File: src/rtl/bcd_serial_adder_if.sv
// ----------------------------------------------------------------------------
// bcd_serial_adder_if
//
// Purpose:
//   Bundles the start/busy/done handshake, the packed-BCD operands and the
//   result of bcd_serial_adder into one interface. The requester uses the
//   master modport and the adder uses the slave modport.
//
// Parameters:
//   DIGITS - number of BCD digits per operand; bus width is 4*DIGITS.
//
// Signals:
//   start  master->slave  request, only honoured while busy=0
//   a, b   master->slave  packed-BCD operands, digit 0 in bits [3:0]
//   cin    master->slave  decimal carry-in to digit 0
//   sub    master->slave  subtract mode (only when BCD_SUB_EN is defined)
//   busy   slave->master  high while digits are being processed
//   done   slave->master  one-cycle pulse when the result is valid
//   s      slave->master  packed-BCD result, held until the next start
//   cout   slave->master  decimal carry out of the top digit
//   err    slave->master  sticky: a latched operand digit was above 9
//
// Configuration:
//   BCD_SUB_EN - when defined, adds the sub signal to both modports.
// ----------------------------------------------------------------------------
interface bcd_serial_adder_if #(
    parameter int DIGITS = 4
);
    logic                  start;
    logic [4*DIGITS-1:0]   a;
    logic [4*DIGITS-1:0]   b;
    logic                  cin;
`ifdef BCD_SUB_EN
    logic                  sub;
`endif
    logic                  busy;
    logic                  done;
    logic [4*DIGITS-1:0]   s;
    logic                  cout;
    logic                  err;

    // The requester drives the operands and start, and watches the result.
    modport master (
        output start, a, b, cin,
`ifdef BCD_SUB_EN
        output sub,
`endif
        input  busy, done, s, cout, err
    );

    // The adder consumes the operands and drives the result.
    modport slave (
        input  start, a, b, cin,
`ifdef BCD_SUB_EN
        input  sub,
`endif
        output busy, done, s, cout, err
    );
endinterface

File: src/rtl/bcd_serial_adder.sv
// ----------------------------------------------------------------------------
// bcd_serial_adder
//
// Purpose:
//   Digit-serial packed-BCD adder. After an accepted start it processes one
//   BCD digit per clock, least-significant digit first, and pulses done
//   DIGITS cycles after the start edge. The result, carry-out and error flag
//   are held until the next accepted start.
//
// Parameters:
//   DIGITS - number of BCD digits per operand (>= 1).
//
// Ports:
//   clk  - rising-edge clock
//   rst  - synchronous, active-high reset
//   bus  - bcd_serial_adder_if slave modport (start/a/b/cin[/sub] in,
//          busy/done/s/cout/err out)
//
// Configuration:
//   BCD_SUB_EN - when defined, sub=1 at start turns the operation into a-b
//                using nines complement of b and a forced carry-in of 1.
//                When undefined, the block only adds.
// ----------------------------------------------------------------------------
module bcd_serial_adder #(
    parameter int DIGITS = 4
) (
    input  logic               clk,
    input  logic               rst,
    bcd_serial_adder_if.slave  bus
);
    localparam int W  = 4 * DIGITS;
    localparam int IW = (DIGITS > 1) ? $clog2(DIGITS) : 1;

    typedef enum logic {
        IDLE,
        RUN
    } state_t;

    state_t           r_state;
    logic [W-1:0]     r_a;
    logic [W-1:0]     r_b;
    logic             r_carry;
    logic [IW-1:0]    r_digitIdx;
    logic [W-1:0]     r_s;
    logic             r_cout;
    logic             r_err;
    logic             r_busy;
    logic             r_done;

    logic [W-1:0]     w_bLatch;
    logic             w_cinLatch;
    logic             w_opErr;
    logic [3:0]       w_aDigit;
    logic [3:0]       w_bDigit;
    logic [4:0]       w_digitSum;
    logic             w_overNine;
    logic [3:0]       w_sumDigit;
    logic             w_lastDigit;

    // Work out what gets captured when a start is accepted. The error flag
    // always looks at the raw operand digits. In subtract mode b is stored as
    // its nines complement and the carry-in is forced to 1, so that the
    // serial add below produces a + (10^DIGITS - 1 - b) + 1.
    always_comb begin
        w_opErr    = 1'b0;
        w_bLatch   = bus.b;
        w_cinLatch = bus.cin;
        for (int k = 0; k < DIGITS; k++) begin
            if ((bus.a[4*k +: 4] > 4'd9) || (bus.b[4*k +: 4] > 4'd9)) begin
                w_opErr = 1'b1;
            end
        end
`ifdef BCD_SUB_EN
        if (bus.sub) begin
            w_cinLatch = 1'b1;
            for (int k = 0; k < DIGITS; k++) begin
                w_bLatch[4*k +: 4] = 4'd9 - bus.b[4*k +: 4];
            end
        end
`endif
    end

    // One decimal digit step. The digit is picked by shifting the latched
    // operands down by four times the digit index. A binary sum above 9 is
    // corrected by adding 6 and keeping the low nibble, which also produces
    // the decimal carry into the next digit.
    always_comb begin
        w_aDigit    = 4'(r_a >> {r_digitIdx, 2'b00});
        w_bDigit    = 4'(r_b >> {r_digitIdx, 2'b00});
        w_digitSum  = 5'(w_aDigit) + 5'(w_bDigit) + 5'(r_carry);
        w_overNine  = (w_digitSum > 5'd9);
        w_sumDigit  = w_overNine ? (w_digitSum[3:0] + 4'd6) : w_digitSum[3:0];
        w_lastDigit = (r_digitIdx == IW'(DIGITS - 1));
    end

    // Control FSM and datapath registers. IDLE waits for start and captures
    // the operands. RUN writes one result digit per edge and finishes on the
    // top digit. The result register is cleared at start, so each digit is
    // ORed into its slot. done defaults low so that it only lasts one cycle,
    // and reset wins over everything, including a start in the same cycle.
    always_ff @(posedge clk) begin
        if (rst) begin
            r_state    <= IDLE;
            r_a        <= '0;
            r_b        <= '0;
            r_carry    <= 1'b0;
            r_digitIdx <= '0;
            r_s        <= '0;
            r_cout     <= 1'b0;
            r_err      <= 1'b0;
            r_busy     <= 1'b0;
            r_done     <= 1'b0;
        end else begin
            r_done <= 1'b0;
            case (r_state)
                IDLE: begin
                    if (bus.start) begin
                        r_a        <= bus.a;
                        r_b        <= w_bLatch;
                        r_carry    <= w_cinLatch;
                        r_digitIdx <= '0;
                        r_s        <= '0;
                        r_cout     <= 1'b0;
                        r_err      <= w_opErr;
                        r_busy     <= 1'b1;
                        r_state    <= RUN;
                    end
                end
                RUN: begin
                    r_s     <= r_s | (W'(w_sumDigit) << {r_digitIdx, 2'b00});
                    r_carry <= w_overNine;
                    if (w_lastDigit) begin
                        r_cout  <= w_overNine;
                        r_done  <= 1'b1;
                        r_busy  <= 1'b0;
                        r_state <= IDLE;
                    end else begin
                        r_digitIdx <= r_digitIdx + 1'b1;
                    end
                end
                default: begin
                    r_state <= IDLE;
                end
            endcase
        end
    end

    // All outputs come straight from registers.
    assign bus.busy = r_busy;
    assign bus.done = r_done;
    assign bus.s    = r_s;
    assign bus.cout = r_cout;
    assign bus.err  = r_err;

endmodule

File: src/flat_wrapper.sv
// flat-port wrapper written by rule: the top's interface ports become plain ports
module bcd_serial_adder_flat 
#(
    parameter int DIGITS = 4
)
  (clk, rst, bus_start, bus_a, bus_b, bus_cin, bus_busy, bus_done, bus_s, bus_cout, bus_err);
  bcd_serial_adder_if #(.DIGITS(DIGITS)) bus_i ();
  input  logic clk;
  input  logic rst;
  input wire logic [$bits(bus_i.start)-1:0] bus_start;
  input wire logic [$bits(bus_i.a)-1:0] bus_a;
  input wire logic [$bits(bus_i.b)-1:0] bus_b;
  input wire logic [$bits(bus_i.cin)-1:0] bus_cin;
  output wire logic [$bits(bus_i.busy)-1:0] bus_busy;
  output wire logic [$bits(bus_i.done)-1:0] bus_done;
  output wire logic [$bits(bus_i.s)-1:0] bus_s;
  output wire logic [$bits(bus_i.cout)-1:0] bus_cout;
  output wire logic [$bits(bus_i.err)-1:0] bus_err;
  assign bus_i.start = bus_start;
  assign bus_i.a = bus_a;
  assign bus_i.b = bus_b;
  assign bus_i.cin = bus_cin;
  assign bus_busy = bus_i.busy;
  assign bus_done = bus_i.done;
  assign bus_s = bus_i.s;
  assign bus_cout = bus_i.cout;
  assign bus_err = bus_i.err;
  bcd_serial_adder #(.DIGITS(DIGITS)) u_core (.clk(clk), .rst(rst), .bus(bus_i));
endmodule
File: config.mk
export PLATFORM = sky130hd
export DESIGN_NAME = bcd_serial_adder_flat
export DESIGN_NICKNAME = d
export VERILOG_FILES = /design/src/rtl/bcd_serial_adder_if.sv /design/src/rtl/bcd_serial_adder.sv /design/src/flat_wrapper.sv
export SDC_FILE = /design/constraint.sdc
export NUM_CORES = 1
export LEC_CHECK = 0
export CORE_UTILIZATION = 45
export CTS_BUF_LIST = sky130_fd_sc_hd__clkbuf_16
export DETAILED_ROUTE_END_ITERATION = 12
export GPL_TIMING_DRIVEN = 1
export PLACE_DENSITY_LB_ADDON = 0.2
export REMOVE_ABC_BUFFERS = 1
export SETUP_SLACK_MARGIN = 0.1
export SLEW_MARGIN = 10
export SYNTH_ARGS = -nofsm -noshare
export SYNTH_HDL_FRONTEND = slang
export SYNTH_SLANG_ARGS = --single-unit
export TNS_END_PERCENT = 100
File: constraint.sdc
create_clock -name clk -period 4.8 [get_ports clk]
set_input_delay 1.2 -clock clk [delete_from_list [all_inputs] [get_ports clk]]
set_output_delay 1.2 -clock clk [all_outputs]
set_load 0.005 [all_outputs]
# After elaboration in Yosys (flattened, before gate mapping)
# Index checks and enable logic that the tools add are counted.
[classes]
addsub = 4
n_mul = 0
n_div = 0
n_lt_le_gt_ge = 9
n_eq_ne = 4
n_shift = 3
mux = 22
bitwise = 2
reduce_logical = 8
[op_table]
columns = ["operator", "n"]
rows = [
  ["4-bit > comparator (second input constant)", 8],
  ["16-bit case mux with 2 select lines", 1],
  ["16-bit by 4-bit right shift with 4-bit output", 2],
  ["16-bit 2-to-1 mux", 1],
  ["16-bit OR", 1],
  ["4-bit by 4-bit left shift with 16-bit output", 1],
  ["1-bit 2-to-1 mux", 12],
  ["1-bit case mux with 2 select lines", 4],
  ["2-bit != test (second input constant)", 3],
  ["2-bit AND reduction", 3],
  ["4-bit by 4-bit adder with 5-bit output", 1],
  ["5-bit by 1-bit adder with 5-bit output", 1],
  ["5-bit by 4-bit > comparator with 1-bit output (second input constant)", 1],
  ["4-bit by 3-bit adder with 4-bit output (second input constant)", 1],
  ["1-bit logical OR", 4],
  ["2-bit 2-to-1 mux", 2],
  ["4-bit 2-to-1 mux", 1],
  ["2-bit case mux with 2 select lines", 1],
  ["2-bit by 1-bit adder with 2-bit output (second input constant)", 1],
  ["2-bit == test (second input constant)", 1],
  ["2-bit OR reduction", 1],
  ["1-bit NOT", 1],
]
[word_totals]
reg_bits = 56
latch_bits = 0
ram_bits = 0
romBits = 0
out_inout_bits = 20
elab_cells = 62
mem_count = 0

# Longest topological paths before layout
[logic_depth]
word_depth = 8
depth_mapped = 10

# Worst setup path before layout
# No wires, ideal clock.
[synth_path]
path_kind = "register to register"
start = "register u_core.r_digitIdx[0]"
end = "register u_core.r_s[13], in the netlist u_core.bus.s[13]"
setup_time_ns = 0.070
arrival_ns = 3.309
required_time_ns = 4.730
slack_ns = 1.420
stages_incl_launch_ff = 11
synth_period_minus_slack_ns = 3.380
cell_sequence = "dfxtp_1 > buf_2 > mux4_2 > fa_1 > fa_1 > inv_1 > ha_1 > nand2_1 > a41oi_4 > or3_2 > a21oi_1"
[synth_via]
elab_chain_cells = 8
[synth_lines]
columns = ["item", "line", "rtl"]
rows = [
  ["from (decl)", "bcd_serial_adder.sv:43", "logic [IW-1:0] r_digitIdx;"],
  ["from (signal assigned)", "bcd_serial_adder.sv:138", "r_digitIdx <= r_digitIdx + 1'b1;"],
  ["16-bit by 4-bit right shift with 4-bit output, on equally long branches", "bcd_serial_adder.sv:88, bcd_serial_adder.sv:89", ""],
  ["4-bit by 4-bit adder with 5-bit output", "bcd_serial_adder.sv:90", "w_digitSum = 5'(w_aDigit) + 5'(w_bDigit) + 5'(r_carry);"],
  ["5-bit by 1-bit adder with 5-bit output", "bcd_serial_adder.sv:90", ""],
  ["4-bit by 3-bit adder with 4-bit output / 5-bit by 4-bit > comparator with 1-bit output (equally long branches)", "bcd_serial_adder.sv:92, bcd_serial_adder.sv:91", ""],
  ["4-bit 2-to-1 mux", "bcd_serial_adder.sv:92", "w_sumDigit = w_overNine ? (w_digitSum[3:0] + 4'd6) : w_digitSum[3:0];"],
  ["4-bit by 4-bit left shift with 16-bit output (*)", "bcd_serial_adder.sv:130", "r_s <= r_s | (W'(w_sumDigit) << {r_digitIdx, 2'b00});"],
  ["16-bit OR (*)", "bcd_serial_adder.sv:130", ""],
  ["16-bit case mux with 2 select lines (*)", "bcd_serial_adder.sv:115", "case (r_state)"],
  ["to (signal assigned)", "bcd_serial_adder.sv:130", ""],
  ["to (decl)", "bcd_serial_adder.sv:44", "logic [W-1:0] r_s;"],
]
# Mark *: on every way between the ends. The rest lies on a longest branch, timed or not.
# A chain may end at the register's enable or synchronous reset.

# Worst setup path in the final report
[layout_path]
start = "register u_core.r_digitIdx[0]"
end = "register u_core.r_s[14], in the netlist u_core.bus.s[14]"
# The elaborated chain is that of the path after synthesis.

==> summary.txt <==
Power
  – Logic pwr share: 16.9%
  – Clock share of power: 33.3%
  – Switching pwr: 255.5 µW
  – Sw frac: 25.18%
  – Leakage: 0.001170 µW
  – Sequential share of power: 49.8%
  – Total power: 1015 µW
  – Worst vdd ir: 0.1783 mV
  – Int Power: 759.0 µW
  – Power per Cell Area: 316.2 nW/µm²

Placement
  – Placer Congestion: 0.8011
  – PortBufs: 55
  – Final HPWL DP: 3902 µm

Layout
  – Area Overhead vs Synth: 29.23%
  – Ratio of cells with drive above 1 in the final layout: 9.036%
  – Diode count: 0
  – FILL cells: 492
  – Most frequent cells in the layout: 74 x nand2_1, 56 x dfxtp_1, 54 x clkdlybuf4s50_1, 39 x a21oi_1, 18 x nor2_1
  – Final net count: 375
  – Commonest non-fill, non-tap cell in the layout: nand2_1

Synth
  – Unique masters post-synth: 38
  – Avg Cell Area, Syn: 8.741 µm²
  – Compound-Gate Fraction of Synth Area: 19.20%
  – Cell Area, Synth: 2482 µm²
  – Post-synthesis simple-gate area fraction: 20.16%
  – Multiplexer share of the synthesized area: 8.065%
  – Synth top area share: 45.16%
  – Seq cells post-synth: 56
  – Post-Synth XOR/XNOR Area: 0.3528%
  – Synth area leaders: dfxtp_1 45%, nand2_1 11%, a21oi_1 7.9%, mux4_2 7.3%, nor2_1 2.7%
  – Synthesized instance count: 284
  – Seq/Total Area, Yosys: 45.16%
  – Biggest area consumer among synthesized cells: dfxtp_1
  – Largest family of logic cells by synthesized area: simple AND/OR/NAND/NOR gates
  – Adder-Cell Fraction of Synth Area: 4.133%
  – Ys Warns: 0

Setup path
  – Startpoint Class: register
  – Worst Path Required: 5030 ps
  – Critical Path Source: u_core.r_digitIdx[0]
  – R2R Path Start: u_core.r_digitIdx[0]
  – CP peak stage delay: 790 ps
  – Reg2reg path depth: 9
  – Crit path max-delay family: adder cells
  – Worst path cell trace: mux4_2, fa_1, fa_1, xnor2_1, ha_1, nand2_1, a41oi_4, mux2i_1, a22o_1
  – Critical Path Stages: 9
  – CP bufs+invs: 0
  – Kind of critical path: reg2reg
  – R2r endpoint: u_core.bus.s[14]
  – Element type at the critical path end: register
  – Crit path capture: u_core.bus.s[14]
  – R2R setup slack: 970 ps
  – Worst EP arrival: 4060 ps
  – Most common cell on crit path: fa_1
  – CP max stage cell: dfxtp_1
  – Worst-path maximum fanout: 15

Clocking
  – Clock Sinks: 56
  – Hold_buf cts: 0
  – CTS Root Cell: clkbuf_16
  – Clock Tree Buf Depth: 2
  – Clk pin slew, worst setup/hold paths: 70 ps
  – Cts repair resizes: 0
  – Number of H-tree levels: 2
  – Setup bufs post-CTS: 0
  – Clock Latency Late Sink: 290 ps
  – CTS tree: done
  – CTS buffer count: 5

Routing
  – DRT antenna net count: 0
  – DR vias: 2151
  – TritonRoute pass-1 iters: 4
  – Total wire length: 5405 µm
  – DR iter-0 viols: 106
  – Drt wl/cell: 13.45 µm
  – Vias/cell: 5.351
  – Post-route DRC: 0

Floorplanning
  – Width of the die: 76.27 µm
  – Die Ht: 76.27 µm
  – Core area: 5205 µm²
  – Rows: 26
  – Die area: 5817 µm²
  – Starting Density: 47.69%
  – IO Pins: 56

GRT
  – Vias in the first global route: 1982
  – Gr usage total: 20.23%
  – Largest net degree at the start of global routing: 42
  – GR Overflow Total: 0
  – Initial antenna violation count: 0
  – First-pass GRT wire length: 9418 µm

Run status
  – Outcome: finished clean

STA
  – RSZ-0062 raised after global routing: no
  – Final critical-path share of the clock period: 79.80%
  – Setup-failing EPs final: 0
  – Slew headroom: 50.46%
  – Fin. Hold Viols: 0
  – Final Skew: 7.276 ps
  – Final hold slack: 450.1 ps
  – TNS Setup: 0 ps
  – Max Slew Vio Count: 0
  – Tmin final: 3830 ps
  – Worst-Margin Slew: 743.2 ps
  – Peak Freq: 261.1 MHz

Job
  – Max Cap Viol: 0

Worst hold path
  – HP Class: reg2reg
[layer usage]
| metal | vias to the layer above | global-route usage [%] | part of all wire (%) |
|---|---|---|---|
| met2 | 49 | 32.43 | 48 |
| met3 | 6 | 3.713 | 3.3 |
| met5 | - | 0 | 0 |
| met4 | 0 | 6.923 | 1.3 |
| li1 | 1085 | - | - |
| met1 | 1011 | 27.40 | 48 |
[cell usage after synthesis]
library cell / n
nand3_1: 4
mux2i_1: 2
inv_1: 2
a2bb2oi_1: 1
o31ai_1: 4
nand4_1: 3
nand2_1: 74
nor3_1: 2
a311oi_1: 1
nor2b_1: 3
and3_4: 1
a31oi_1: 2
o21ai_0: 10
a21o_2: 1
o21bai_1: 1
a22oi_1: 4
nand2b_1: 1
xnor2_1: 1
o21ai_2: 1
nand3b_1: 1
o21a_1: 1
or2_2: 2
a41oi_4: 1
a21o_1: 2
mux4_2: 8
a211oi_1: 3
clkbuf_1: 16
dfxtp_1: 56
a21oi_1: 39
nor2_1: 18
fa_1: 2
a22o_1: 4
or3_2: 4
ha_1: 5
or3_4: 1
buf_2: 1
or3b_2: 1
a32oi_1: 1
[worst min path at each step]
stage | start | endpoint | cells after the start
6_report | u_core.bus.s[8] | u_core.bus.s[8] | 2
5_1_grt | u_core.bus.s[3] | u_core.bus.s[3] | 2
4_1_cts | u_core.bus.s[8] | u_core.bus.s[8] | 2
3_5_place_dp | u_core.bus.s[3] | u_core.bus.s[3] | 2
3_3_place_gp | u_core.bus.s[3] | u_core.bus.s[3] | 2
2_1_floorplan | u_core.r_a[10] | u_core.r_a[10] | 2
[flip-flops by register name (all words and copies together) (netlist names)]
register	count
u_core.r_a	16
u_core.bus.cout	1
u_core.bus.done	1
u_core.bus.s	16
u_core.bus.busy	1
u_core.r_state	1
u_core.r_b	16
u_core.r_carry	1
u_core.bus.err	1
u_core.r_digitIdx	2
[worst register-to-register path, cell delays in order (launching register included)]
cell and delay, ps:
dfxtp_1 790, mux4_2 610, fa_1 460, fa_1 420, xnor2_1 290, ha_1 240, nand2_1 110, a41oi_4 320
mux2i_1 370, a22o_1 180
[area by class of cell]
class                           instances  area (µm²)  share of cell area, %
Clock buffer                            5       125.1                  3.900
Clock inverter                          2       7.507                 0.2340
Inverter                                2       7.507                 0.2340
Tap cell                               70       87.58                  2.730
Timing Repair Buffer                   58       568.0                  17.71
Sequential cell                        56        1121                  34.95
Multi-Input combinational cell        209        1291                  40.25
[logic make-up after synthesis]
family,count (synthesis)
AND/OR/NAND/NOR,115
buffers and inverters,19
flip-flops,56
multiplexers,10
AO/OA/AOI/OAI,76
adder cells (fa/ha/maj),7
XOR/XNOR,1
[power by group through the flow]
| stage | combinational [µW] | sequential (µW) | clock (µW) |
|---|---|---|---|
| floorplan | 99.9 | 511 | 0 |
| detailed placement | 172 | 516 | 0 |
| global route | 191 | 509 | 366 |
| finish | 171 | 505 | 338 |
| global placement | 168 | 515 | 0 |
| CTS | 173 | 505 | 348 |
[metrics by stage]
| stage | util (%) | worst slack [ps] | instances | area (µm²) |
|---|---|---|---|---|
| 3_3_place_gp | 59.09 | 1061 | 395 | 3075 |
| 5_1_grt | 61.63 | 641.0 | 402 | 3208 |
| 3_5_place_dp | 59.09 | 975.5 | 395 | 3075 |
| 6_report | 61.63 | 969.7 | 402 | 3208 |
| 2_1_floorplan | - | 1340 | 267 | 2417 |
| 4_1_cts | 61.63 | 949.9 | 402 | 3208 |
Note: power is estimated with default switching activity, not from simulation.
